## src/rtl/traffic_pkg.sv

```systemverilog
// Shared phase encoding for the intersection sequencer and lamp decoder.
// Adjacent phases differ in one bit so the decoder never sees a glitch code.
package traffic_pkg;

  localparam logic [1:0] p_S0 = 2'b00;
  localparam logic [1:0] p_S1 = 2'b01;
  localparam logic [1:0] p_S2 = 2'b11;
  localparam logic [1:0] p_S3 = 2'b10;

  typedef enum logic [1:0] {
    PH_S0 = p_S0,
    PH_S1 = p_S1,
    PH_S2 = p_S2,
    PH_S3 = p_S3
  } phase_e;

  function automatic bit durations_legal(
    input int unsigned long_c,
    input int unsigned short_c,
    input int unsigned cnt_w
  );
    longint unsigned lim;
    lim = longint'(1) << cnt_w;
    return (long_c >= 1) && (short_c >= 1) &&
           (longint'(long_c) <= lim) &&
           (longint'(short_c) <= lim);
  endfunction

endpackage

```

## src/rtl/phase_timer.sv

```systemverilog
// Loadable down-counter; saturates at zero and flags it.
// Load has priority over counting.
module phase_timer #(
  parameter int unsigned         p_CNT_W   = 8,
  parameter logic [p_CNT_W-1:0]  p_RST_VAL = '0
) (
  input  logic               i_Clk,
  input  logic               i_Rst,
  input  logic               i_En,
  input  logic               i_Load,
  input  logic [p_CNT_W-1:0] i_Load_val,
  output logic               o_Zero
);

  logic [p_CNT_W-1:0] cnt_q;
  logic [p_CNT_W-1:0] cnt_d;

  always_comb begin
    cnt_d = cnt_q;
    if (i_Load) begin
      cnt_d = i_Load_val;
    end else if (i_En && (cnt_q != '0)) begin
      cnt_d = cnt_q - p_CNT_W'(1);
    end
  end

  always_ff @(posedge i_Clk) begin
    if (i_Rst) begin
      cnt_q <= p_RST_VAL;
    end else begin
      cnt_q <= cnt_d;
    end
  end

  assign o_Zero = (cnt_q == '0);

endmodule

```

## src/rtl/traffic_sequencer.sv

```systemverilog
// Four-phase main/side intersection sequencer with latched side demand.
// Main road holds green until a side request arrives after its minimum.
module traffic_sequencer
  import traffic_pkg::*;
#(
  parameter int unsigned p_LONG_CYCLES  = 8,
  parameter int unsigned p_SHORT_CYCLES = 3,
  parameter int unsigned p_CNT_W        = 8
) (
  input  logic       i_Clk,
  input  logic       i_Rst,
  input  logic       i_Enable,
  input  logic       i_Side_req,
  output logic [1:0] o_G,
  output logic       o_Phase_done,
  output logic       o_Side_pending
);

  localparam bit LEGAL =
    durations_legal(p_LONG_CYCLES, p_SHORT_CYCLES, p_CNT_W);

  if (!LEGAL) begin : g_bad_params
    $error("traffic_sequencer: duration parameters out of range");
  end

  localparam logic [p_CNT_W-1:0] LONG_M1  = p_CNT_W'(p_LONG_CYCLES - 1);
  localparam logic [p_CNT_W-1:0] SHORT_M1 = p_CNT_W'(p_SHORT_CYCLES - 1);

  phase_e             g_q;
  phase_e             g_d;
  logic               pend_q;
  logic               pend_d;
  logic               done_q;
  logic               done_d;
  logic               zero;
  logic               expiry;
  logic               chg;
  logic [p_CNT_W-1:0] load_val;

  assign expiry = i_Enable && zero;

  always_comb begin
    g_d      = g_q;
    pend_d   = pend_q;
    chg      = 1'b0;
    load_val = LONG_M1;
    done_d   = 1'b0;

    if (expiry) begin
      unique case (g_q)
        PH_S0: if (pend_q || i_Side_req) g_d = PH_S1;
        PH_S1: g_d = PH_S2;
        PH_S2: g_d = PH_S3;
        PH_S3: g_d = PH_S0;
        default: g_d = PH_S0;
      endcase
    end

    chg    = (g_d != g_q);
    done_d = chg;

    unique case (1'b1)
      (g_d == PH_S1),
      (g_d == PH_S3): load_val = SHORT_M1;
      default:        load_val = LONG_M1;
    endcase

    // Side road is already green in S2, so its requests are dropped.
    if (i_Side_req && (g_q != PH_S2)) pend_d = 1'b1;
    if ((g_q == PH_S1) && (g_d == PH_S2)) pend_d = 1'b0;
  end

  always_ff @(posedge i_Clk) begin
    if (i_Rst) begin
      g_q    <= PH_S0;
      pend_q <= 1'b0;
      done_q <= 1'b0;
    end else begin
      g_q    <= g_d;
      pend_q <= pend_d;
      done_q <= done_d;
    end
  end

  phase_timer #(
    .p_CNT_W   (p_CNT_W),
    .p_RST_VAL (LONG_M1)
  ) u_timer (
    .i_Clk      (i_Clk),
    .i_Rst      (i_Rst),
    .i_En       (i_Enable),
    .i_Load     (chg),
    .i_Load_val (load_val),
    .o_Zero     (zero)
  );

  assign o_G            = g_q;
  assign o_Phase_done   = done_q;
  assign o_Side_pending = pend_q;

endmodule
```

## config.mk

```make
export PLATFORM = sky130hd
export DESIGN_NAME = traffic_sequencer
export DESIGN_NICKNAME = d
export VERILOG_FILES = /design/src/rtl/traffic_pkg.sv /design/src/rtl/phase_timer.sv /design/src/rtl/traffic_sequencer.sv
export SDC_FILE = /design/constraint.sdc
export NUM_CORES = 1
export LEC_CHECK = 0
export ABC_AREA = 1
export CORE_MARGIN = 4
export CORE_UTILIZATION = 59
export DETAILED_ROUTE_END_ITERATION = 7
export MAX_ROUTING_LAYER = met4
export PLACE_DENSITY = 0.89
export SYNTH_ARGS = -nofsm -noshare
export SYNTH_HDL_FRONTEND = slang
export SYNTH_HIERARCHICAL = 1
export SYNTH_SLANG_ARGS = --single-unit
```

## constraint.sdc

```tcl
create_clock -name i_Clk -period 4.1 [get_ports i_Clk]
set_clock_uncertainty 0.15 [all_clocks]
set_input_delay 0.41 -clock i_Clk [delete_from_list [all_inputs] [get_ports i_Clk]]
set_output_delay 0.41 -clock i_Clk [all_outputs]
set_load 0.02 [all_outputs]
```

==> impl_metrics.yaml <==
logic_synthesis:
  synthesis.instances: 135
  async_reset_ff_share_pct: 0
  synth_area_per_cell_sq_um: 6.19
  synth-seq-area-share_pct: 28.7
  synth.cell_area_sq_um: 836
  ys_warn_count: 6
  synth-seq-cells: 12
  post_synth_num_cell_types: 21
  dominantRegCellSynth: "sky130_fd_sc_hd__dfxtp_1"
  synth_edf_count: 0
pwr:
  power-per-cell-area_mw_per_mm2: 268
  comb_power_share_pct: 14.0
  netSwitchingFraction_pct: 26.7
  power.net_switching_mw: 0.0687
  clkPwrFrac_pct: 37.7
  sequentialPowerShare_pct: 48.3
  cellLeakagePower_nw: 0.504
  vdd_drop_max_mv: 0.199
  intPower_mw: 0.188
  finalPower_mw: 0.257
timing:
  hold_viol_final: 0
  setup_repair_after_global_routing_missed_its_margin: "false"
  worst_pin_slew_ns: 0.533
  fin_setup_tns_ns: 0
  timing.max_slew.rel_slack_pct: 64.3
  hold_slack_ns: 0.366
  timing.fmax_mhz: 451
  finalSetupViolCount: 0
  slew_viols_final: 0
  final_worst_path_period_need_ns: 2.22
  timing.final.ws_setup_ns: 1.88
  period_utilization_pct: 54.1
setup_path:
  reg2reg_depth: 13
  worst-path-max-fanout: 10
  crit_path_start_kind: "flop"
  capture_instance_of_the_worst_register_to_register_path: "u_timer/cnt_q[5]"
  cp.required_ns: 4.11
  cp.arrival_ns: 2.23
  end_kind: "flop"
  reg2reg_slack_ns: 1.88
  worstReg2RegStart: "u_timer/cnt_q[0]"
  criticalPathCategory: "reg -> reg"
global_route:
  grt_start_max_net_pins: 13
  groute.usage.overall_pct: 22.3
  grt_pass1_wl_microns: 3190
  grt_pass1_vias: 805
  number_of_antenna_violations_at_the_first_check_in_global_routing: 0
  overflow: 0
worst_hold_path:
  hold_path_startpoint: "u_timer/cnt_q[4]"
  hold_path_depth: 2
  path_category_of_the_worst_min_delay_check: "reg -> reg"
  min_to: "u_timer/cnt_q[4]"
route:
  drtAntennaViolNets: 0
  detail_route.wl_per_cell_microns: 11.0
  drc_errors: 0
  drtPass1Iterations: 4
  drtIter0Drc: 33
  vias_per_cell: 5.18
  finalWirelength_microns: 1790
  vias: 844
cts:
  post_cts_resized: 0
  tritoncts: "yes"
  cts_hold_buf: 0
  clock_transition_at_the_registers_of_the_reported_paths_ns: 0.09
  post-cts-setup-buffers: 0
  clock_latency_ns: 0.29
  clock_path_buffers: 2
  numClockSinks: 12
  cts_root_buffer: "sky130_fd_sc_hd__clkbuf_4"
  cts_buffers: 3
  number_of_levels_in_the_clock_h_tree: 1
die:
  design.portCount: 8
  dieArea_sq_mm: 0.00208
  fp-row-count: 13
  core-area_sq_mm: 0.00132
  die-width_microns: 45.6
  initial_utilization_pct: 63.4
  fp.dieH_microns: 45.6
placed_design:
  globalplace.congestion: 0.941
  place.detailed.instances: 159
  port-buffer-count: 7
  pre_cts_slack_ns: 1.74
  placed_cell_area_sq_um: 922
  detailedPlacementHpwl_microns: 1390
outcome:
  run_status: "finished, final reports clean"
finish:
  design.final.nets: 156
  final_cell_mix: "sky130_fd_sc_hd__nand2_1 (41), sky130_fd_sc_hd__inv_1 (20), sky130_fd_sc_hd__nor2_1 (16)"
  final.fill_count: 114
  layout.cells.most_common: "sky130_fd_sc_hd__nand2_1"
  final_layout_size_suffix_gt1_share_pct: 12.2
  area_delta_synth_final_pct: 14.7
  post-route-util_pct: 72.7
  seq_area_sq_um: 240
  insertedDiodeCount: 0
  final_area_sq_um: 958
  multi_input_area_sq_um: 502
  layoutNonFillerInstCount: 163
flow_run:
  maxCapViolCount: 0
-- flip-flops by register name, summed over array words and instances (netlist names) --
name            count
o_G                 2
o_Phase_done        1
o_Side_pending      1
u_timer/cnt_q       8
-- cell type report --
class | instances | area share [%]
Clock buffer | 4 | 3.79
Sequential cell | 12 | 25.1
Timing Repair Buffer | 7 | 7.31
Inverter | 23 | 9.53
Multi-Input combinational cell | 102 | 52.3
Tap cell | 15 | 1.96
-- power by group through the flow --
stage                     clock network, mW  registers [mW]  logic (mW)
after floorplan                           0           0.127      0.0237
after global routing                  0.104           0.125      0.0410
after detailed placement                  0           0.127      0.0355
final                                0.0969           0.124      0.0360
after global placement                    0           0.126      0.0344
after CTS                            0.0995           0.124      0.0358
-- logic make-up after synthesis --
group                    after synthesis  share of synthesized area [%]
AND/OR/NAND/NOR                       80                           43.1
buffers and inverters                 25                           13.0
AO/OA/AOI/OAI                         12                           8.68
flip-flops                            12                           28.7
adder cells (fa/ha/maj)                3                           4.49
other                                  2                          0.899
XOR/XNOR                               1                           1.05
-- worst max-delay path: stages (launching register included) --
cell	delay [ns]
sky130_fd_sc_hd__dfxtp_1	0.32
sky130_fd_sc_hd__inv_1	0.11
sky130_fd_sc_hd__ha_1	0.19
sky130_fd_sc_hd__nand2_1	0.07
sky130_fd_sc_hd__nor2_1	0.17
sky130_fd_sc_hd__nand2_2	0.08
sky130_fd_sc_hd__inv_2	0.08
sky130_fd_sc_hd__nand2_1	0.07
sky130_fd_sc_hd__inv_1	0.21
sky130_fd_sc_hd__inv_1	0.20
sky130_fd_sc_hd__nand3_1	0.21
sky130_fd_sc_hd__nor2_1	0.06
sky130_fd_sc_hd__nor2_1	0.13
sky130_fd_sc_hd__nor2_1	0.05
-- worst max path at each step --
stage                                   to             start  depth (start not counted)  slack (ns)
final                     u_timer/cnt_q[5]  u_timer/cnt_q[0]                         13        1.88
after global routing      u_timer/cnt_q[5]  u_timer/cnt_q[0]                         13        1.60
after CTS                 u_timer/cnt_q[5]  u_timer/cnt_q[0]                         13        1.88
after detailed placement  u_timer/cnt_q[5]          i_Enable                         10        1.74
after global placement    u_timer/cnt_q[7]          i_Enable                         10        1.80
after floorplan           u_timer/cnt_q[7]  u_timer/cnt_q[0]                         14        2.24
-- cells in the mapped netlist, types with 2 or more instances --
cell type	n	share of area, %
sky130_fd_sc_hd__nor2_2	2	1.5
sky130_fd_sc_hd__nand2_1	41	18
sky130_fd_sc_hd__inv_2	2	0.90
sky130_fd_sc_hd__a21oi_1	5	3.0
sky130_fd_sc_hd__nor2_1	16	7.2
sky130_fd_sc_hd__inv_1	20	9.0
sky130_fd_sc_hd__nand3_1	13	7.8
sky130_fd_sc_hd__conb_1	2	0.90
sky130_fd_sc_hd__o211ai_1	2	1.8
sky130_fd_sc_hd__ha_1	3	4.5
sky130_fd_sc_hd__nand2_2	3	2.2
sky130_fd_sc_hd__a21oi_2	2	2.1
sky130_fd_sc_hd__o21ai_0	3	1.8
sky130_fd_sc_hd__nand2_4	3	4.0
sky130_fd_sc_hd__dfxtp_1	12	29
-- layer usage --
metal  routed length [microns]  track usage [%]  up-vias
met2                       834             35.7       21
met3                        99             6.32        5
met1                       817             24.9      384
li1                          -                -      434
met5                         0                -        -
met4                        35             11.7        0
Power figures use the tool's default switching activity.
